`src/rtl/clock_divider_multi.sv`:
```
// Multi-channel programmable clock divider producing a registered square wave and a
// one-cycle tick per channel; new divisors are queued and applied at period boundaries.
module clock_divider_multi #(
    parameter  int NUM_CH         = 4,
    parameter  int WIDTH          = 16,
    parameter  int DEFAULT_DIVIDE = 10,
    localparam int CH_BITS        = (NUM_CH > 1) ? $clog2(NUM_CH) : 1
) (
    input  logic               clock,
    input  logic               reset,
    input  logic [NUM_CH-1:0]  enable,
    input  logic               cfgWrite,
    input  logic [CH_BITS-1:0] cfgChannel,
    input  logic [WIDTH-1:0]   cfgDivide,
    output logic [NUM_CH-1:0]  cfgPending,
    output logic [NUM_CH-1:0]  clockOut,
    output logic [NUM_CH-1:0]  tick
);

    for (genvar g = 0; g < NUM_CH; g++) begin : g_ch
        logic [WIDTH-1:0] cnt;
        logic [WIDTH-1:0] div;
        logic [WIDTH-1:0] pend_div;
        logic             pend_valid;
        logic             clk_q;
        logic             tick_q;

        logic             wr_hit;
        logic             running;
        logic             wrap;
        logic [WIDTH-1:0] cnt_next;
        logic [WIDTH-1:0] half;

        always_comb begin
            wr_hit   = cfgWrite && (cfgChannel == CH_BITS'(g));
            running  = enable[g] && (div != '0);
            wrap     = (cnt == div - WIDTH'(1));
            cnt_next = wrap ? '0 : cnt + WIDTH'(1);
            half     = div >> 1;
        end

        always_ff @(posedge clock) begin
            if (!reset) begin
                cnt        <= '0;
                div        <= WIDTH'(DEFAULT_DIVIDE);
                pend_div   <= '0;
                pend_valid <= 1'b0;
                clk_q      <= 1'b0;
                tick_q     <= 1'b0;
            end else begin
                if (running) begin
                    cnt    <= cnt_next;
                    tick_q <= wrap;
                    clk_q  <= (cnt_next != '0) && (cnt_next <= half);
                    // Queued divisor takes over on the same edge that emits the tick.
                    if (wrap && pend_valid) begin
                        div        <= pend_div;
                        pend_valid <= 1'b0;
                    end
                end else if (pend_valid) begin
                    div        <= pend_div;
                    cnt        <= '0;
                    clk_q      <= 1'b0;
                    tick_q     <= 1'b0;
                    pend_valid <= 1'b0;
                end else begin
                    tick_q <= 1'b0;
                end
                // A write on an apply edge becomes the next pending value.
                if (wr_hit) begin
                    pend_div   <= cfgDivide;
                    pend_valid <= 1'b1;
                end
            end
        end

        assign cfgPending[g] = pend_valid;
        assign clockOut[g]   = clk_q;
        assign tick[g]       = tick_q;
    end

endmodule

```
`config.mk`:
```
export PLATFORM = sky130hd
export DESIGN_NAME = clock_divider_multi
export DESIGN_NICKNAME = d
export VERILOG_FILES = /design/src/rtl/clock_divider_multi.sv
export SDC_FILE = /design/constraint.sdc
export NUM_CORES = 1
export LEC_CHECK = 0
export CAP_MARGIN = 40
export CORE_MARGIN = 2
export CORE_UTILIZATION = 60
export CTS_BUF_LIST = sky130_fd_sc_hd__clkbuf_8
export DETAILED_ROUTE_END_ITERATION = 8
export DONT_BUFFER_PORTS = 1
export PLACE_DENSITY = 0.73
export SYNTH_ARGS = -nofsm -noshare
export SYNTH_HDL_FRONTEND = slang
export SYNTH_SLANG_ARGS = --single-unit
```
`constraint.sdc`:
```
create_clock -name clock -period 4.4 [get_ports clock]
set_input_delay 0.44 -clock clock [delete_from_list [all_inputs] [get_ports clock]]
set_output_delay 0.44 -clock clock [all_outputs]
set_load 0.01 [all_outputs]
```
==> results.yml <==
clock_tree:
  root_buffer: "clkbuf_8"
  htreeDepth: 2
  clock_sinks: 204
  cts_tree: "done"
  post_cts_buffers: 0
  max-clock-path-buffers: 3
  clk_latency_ns: 0.54
  cts_buffers: 37
  clk_pin_slew_ns: 0.06
timing:
  skew_ns: 0.01706
  max_clock_freq_mhz: 244.4
  final.setup.tns_ns: 0
  whs_ns: 0.04138
  hold_viol_final: 0
  slew_violations: 0
  report.final.setup_viol: 0
  period_needed_ns: 4.092
  period_share_pct: 93.00
  setup_slack_ns: 0.3080
  rsz0062_at_grt: "no"
  worst_pin_slew_ns: 0.7799
  relSlewSlack_pct: 47.82
logic_synthesis:
  ys_ff_latch: 204
  synth_common_cells: "nand2_1, dfxtp_1, nor2_1"
  synth_cells: 1743
  synth_area_leaders: "dfxtp_1, nand2_1, ha_1, xnor2_1, a21boi_0"
  synth.most_common_cell: "nand2_1"
  ys.flop_type: "dfxtp_1"
  ys_seq_area_share_pct: 30.30
  synthArstFlopShare_pct: 0
  synth.largest_area_cell: "dfxtp_1"
  synth_edf_count: 0
  ys_types: 88
  synth_top_area_share_pct: 30.30
  syn-num-nets: 1832
  ys_warn_count: 0
  syn_area_um2: 13480
  synth_area_per_cell_um2: 7.732
critical_path:
  cp-start-kind: "register"
  worstPathRequired_ns: 4.83
  worst_ep_arrival_time_ns: 4.52
  end_kind: "register"
  critical_path_class: "reg2reg"
  crit_path_max_fanout: 20
die:
  die_y_um: 153.9
  initial_core_util_pct: 61.37
  io_pins: 37
  rows: 54
  die_area_um2: 23680
  fp.dieW_um: 153.9
  fp.coreArea_um2: 21960
grt:
  antenna_found_initial: 0
  grt_overflow: 0
  grt_pass1_wl_mm: 53.64
  first_global_vias: 10750
  grt_util_all_layers_pct: 27.21
  grt_max_degree: 164
place:
  gp_congestion: 0.9083
  place_area_um2: 13370
  post-dp-hpwl_mm: 23.42
  dp_slack_ns: 0.2082
  numPortBuffers: 0
run_status:
  status: "finished clean"
power:
  power_leakage_nw: 5.479
  p_per_area_nw_per_um2: 281.2
  ir_worst_vdd_mv: 0.2477
route:
  drc: 0
  viasPerCell: 5.912
  drt-initial-drc-count: 842
  vias: 11640
  wl_mm: 32.70
  drt_first_pass_iters: 6
  postRouteAntennaNets: 0
  wire_per_inst_um: 16.61
worst_hold_path:
  hold_path.class: "in2reg"
layout:
  syn2layout_area_growth_pct: 4.912
  final_util_pct: 64.39
  fin_area_um2: 14140
  drive_gt1_share_pct: 6.572
  fin_nets: 1757
  antennaDiodeCount: 0
flow_run:
  max-cap-violations: 0
[per-layer routing]
metal,vias up,track usage (%),part of all wire (%)
met5,-,0,0
met4,0,9.746,2.6
met3,66,4.791,5.7
met2,275,43.37,45
met1,5389,37.16,46
li1,5911,-,-
[registers in the layout (all words and copies together), names as in the netlist]
| name | cells |
|---|---|
| g_ch.pend_div | 64 |
| g_ch.clk_q | 4 |
| g_ch.cnt | 64 |
| g_ch.pend_valid | 4 |
| g_ch.tick_q | 4 |
| g_ch.div | 64 |
[area by class of cell]
type / count / area [um^2]
Tap cell: 280 / 350.3
Multi-Input combinational cell: 1327 / 8529
Clock inverter: 12 / 53.80
Inverter: 80 / 300.3
Fill cell: 2006 / 7820
Sequential cell: 204 / 4084
Timing Repair Buffer: 18 / 160.2
Clock buffer: 48 / 660.6
[final timing paths]
| kind | slack, ns | end | cells past startpoint | from |
|---|---|---|---|---|
| worst min register to register | 0.45 | g_ch[1].div[8] | 2 | g_ch[1].pend_div[8] |
| worst min-delay path | 0.04 | g_ch[2].pend_div[2] | 2 | cfgDivide[2] |
| worst max register to register | 0.31 | g_ch[1].clk_q | 14 | g_ch[1].div[3] |
| worst max-delay path | 0.31 | g_ch[1].clk_q | 14 | g_ch[1].div[3] |
[worst max-delay path: stages (launching register included)]
cell	delay, ns
dfxtp_1	0.46
or3_1	0.47
or3_1	0.39
a2111oi_1	0.40
nand4_1	0.20
nor4_4	0.15
buf_4	0.28
nor2_1	0.08
ha_1	0.30
nand3_1	0.10
nor2_1	0.17
nand3_1	0.17
o311ai_0	0.46
o32ai_2	0.15
a22o_1	0.21
[through the flow]
stage	total power, mW	instances
global placement	2.245	1903
CTS	4.018	1969
global route	4.132	1969
finish	3.976	1969
floorplan	2.213	1743
detailed placement	2.254	1907
[kinds of logic (layout without fill, tap and decap cells)]
logic type	Yosys count	in the layout	share of synthesized area (%)
adders and majority gates	64	64	5.942
muxes	37	37	2.757
AOI/OAI and AO/OA	368	368	18.27
buffers and inverters	212	158	6.722
DFF	204	204	30.30
and+or+nand+nor	730	730	27.69
xor gates and xnor gates	128	128	8.319
[power by group]
group	internal (mW)	switching [mW]
clock	0.967	0.784
combinational	0.126	0.165
sequential	1.89	0.0485
[cell usage in the layout (no fill, tap or decap), types with 47 or more instances in the layout]
cell type    n
nand2_1    271
dfxtp_1    204
nor2_1     108
o21ai_0     96
inv_1       87
xnor2_1     81
a21boi_0    74
ha_1        63
nand3_1     62
a21oi_1     52
clkbuf_8    48
xor2_1      47
[timing repair]
| item | in CTS | in global routing |
|---|---|---|
| gates resized for setup | 0 | 7 |
| setup endpoints to repair | 0 | 3 |
| hold buffers | 2 | 0 |
| endpoints found under the hold margin | 6 | 0 |
No activity file was read; power rests on OpenSTA's default activity.
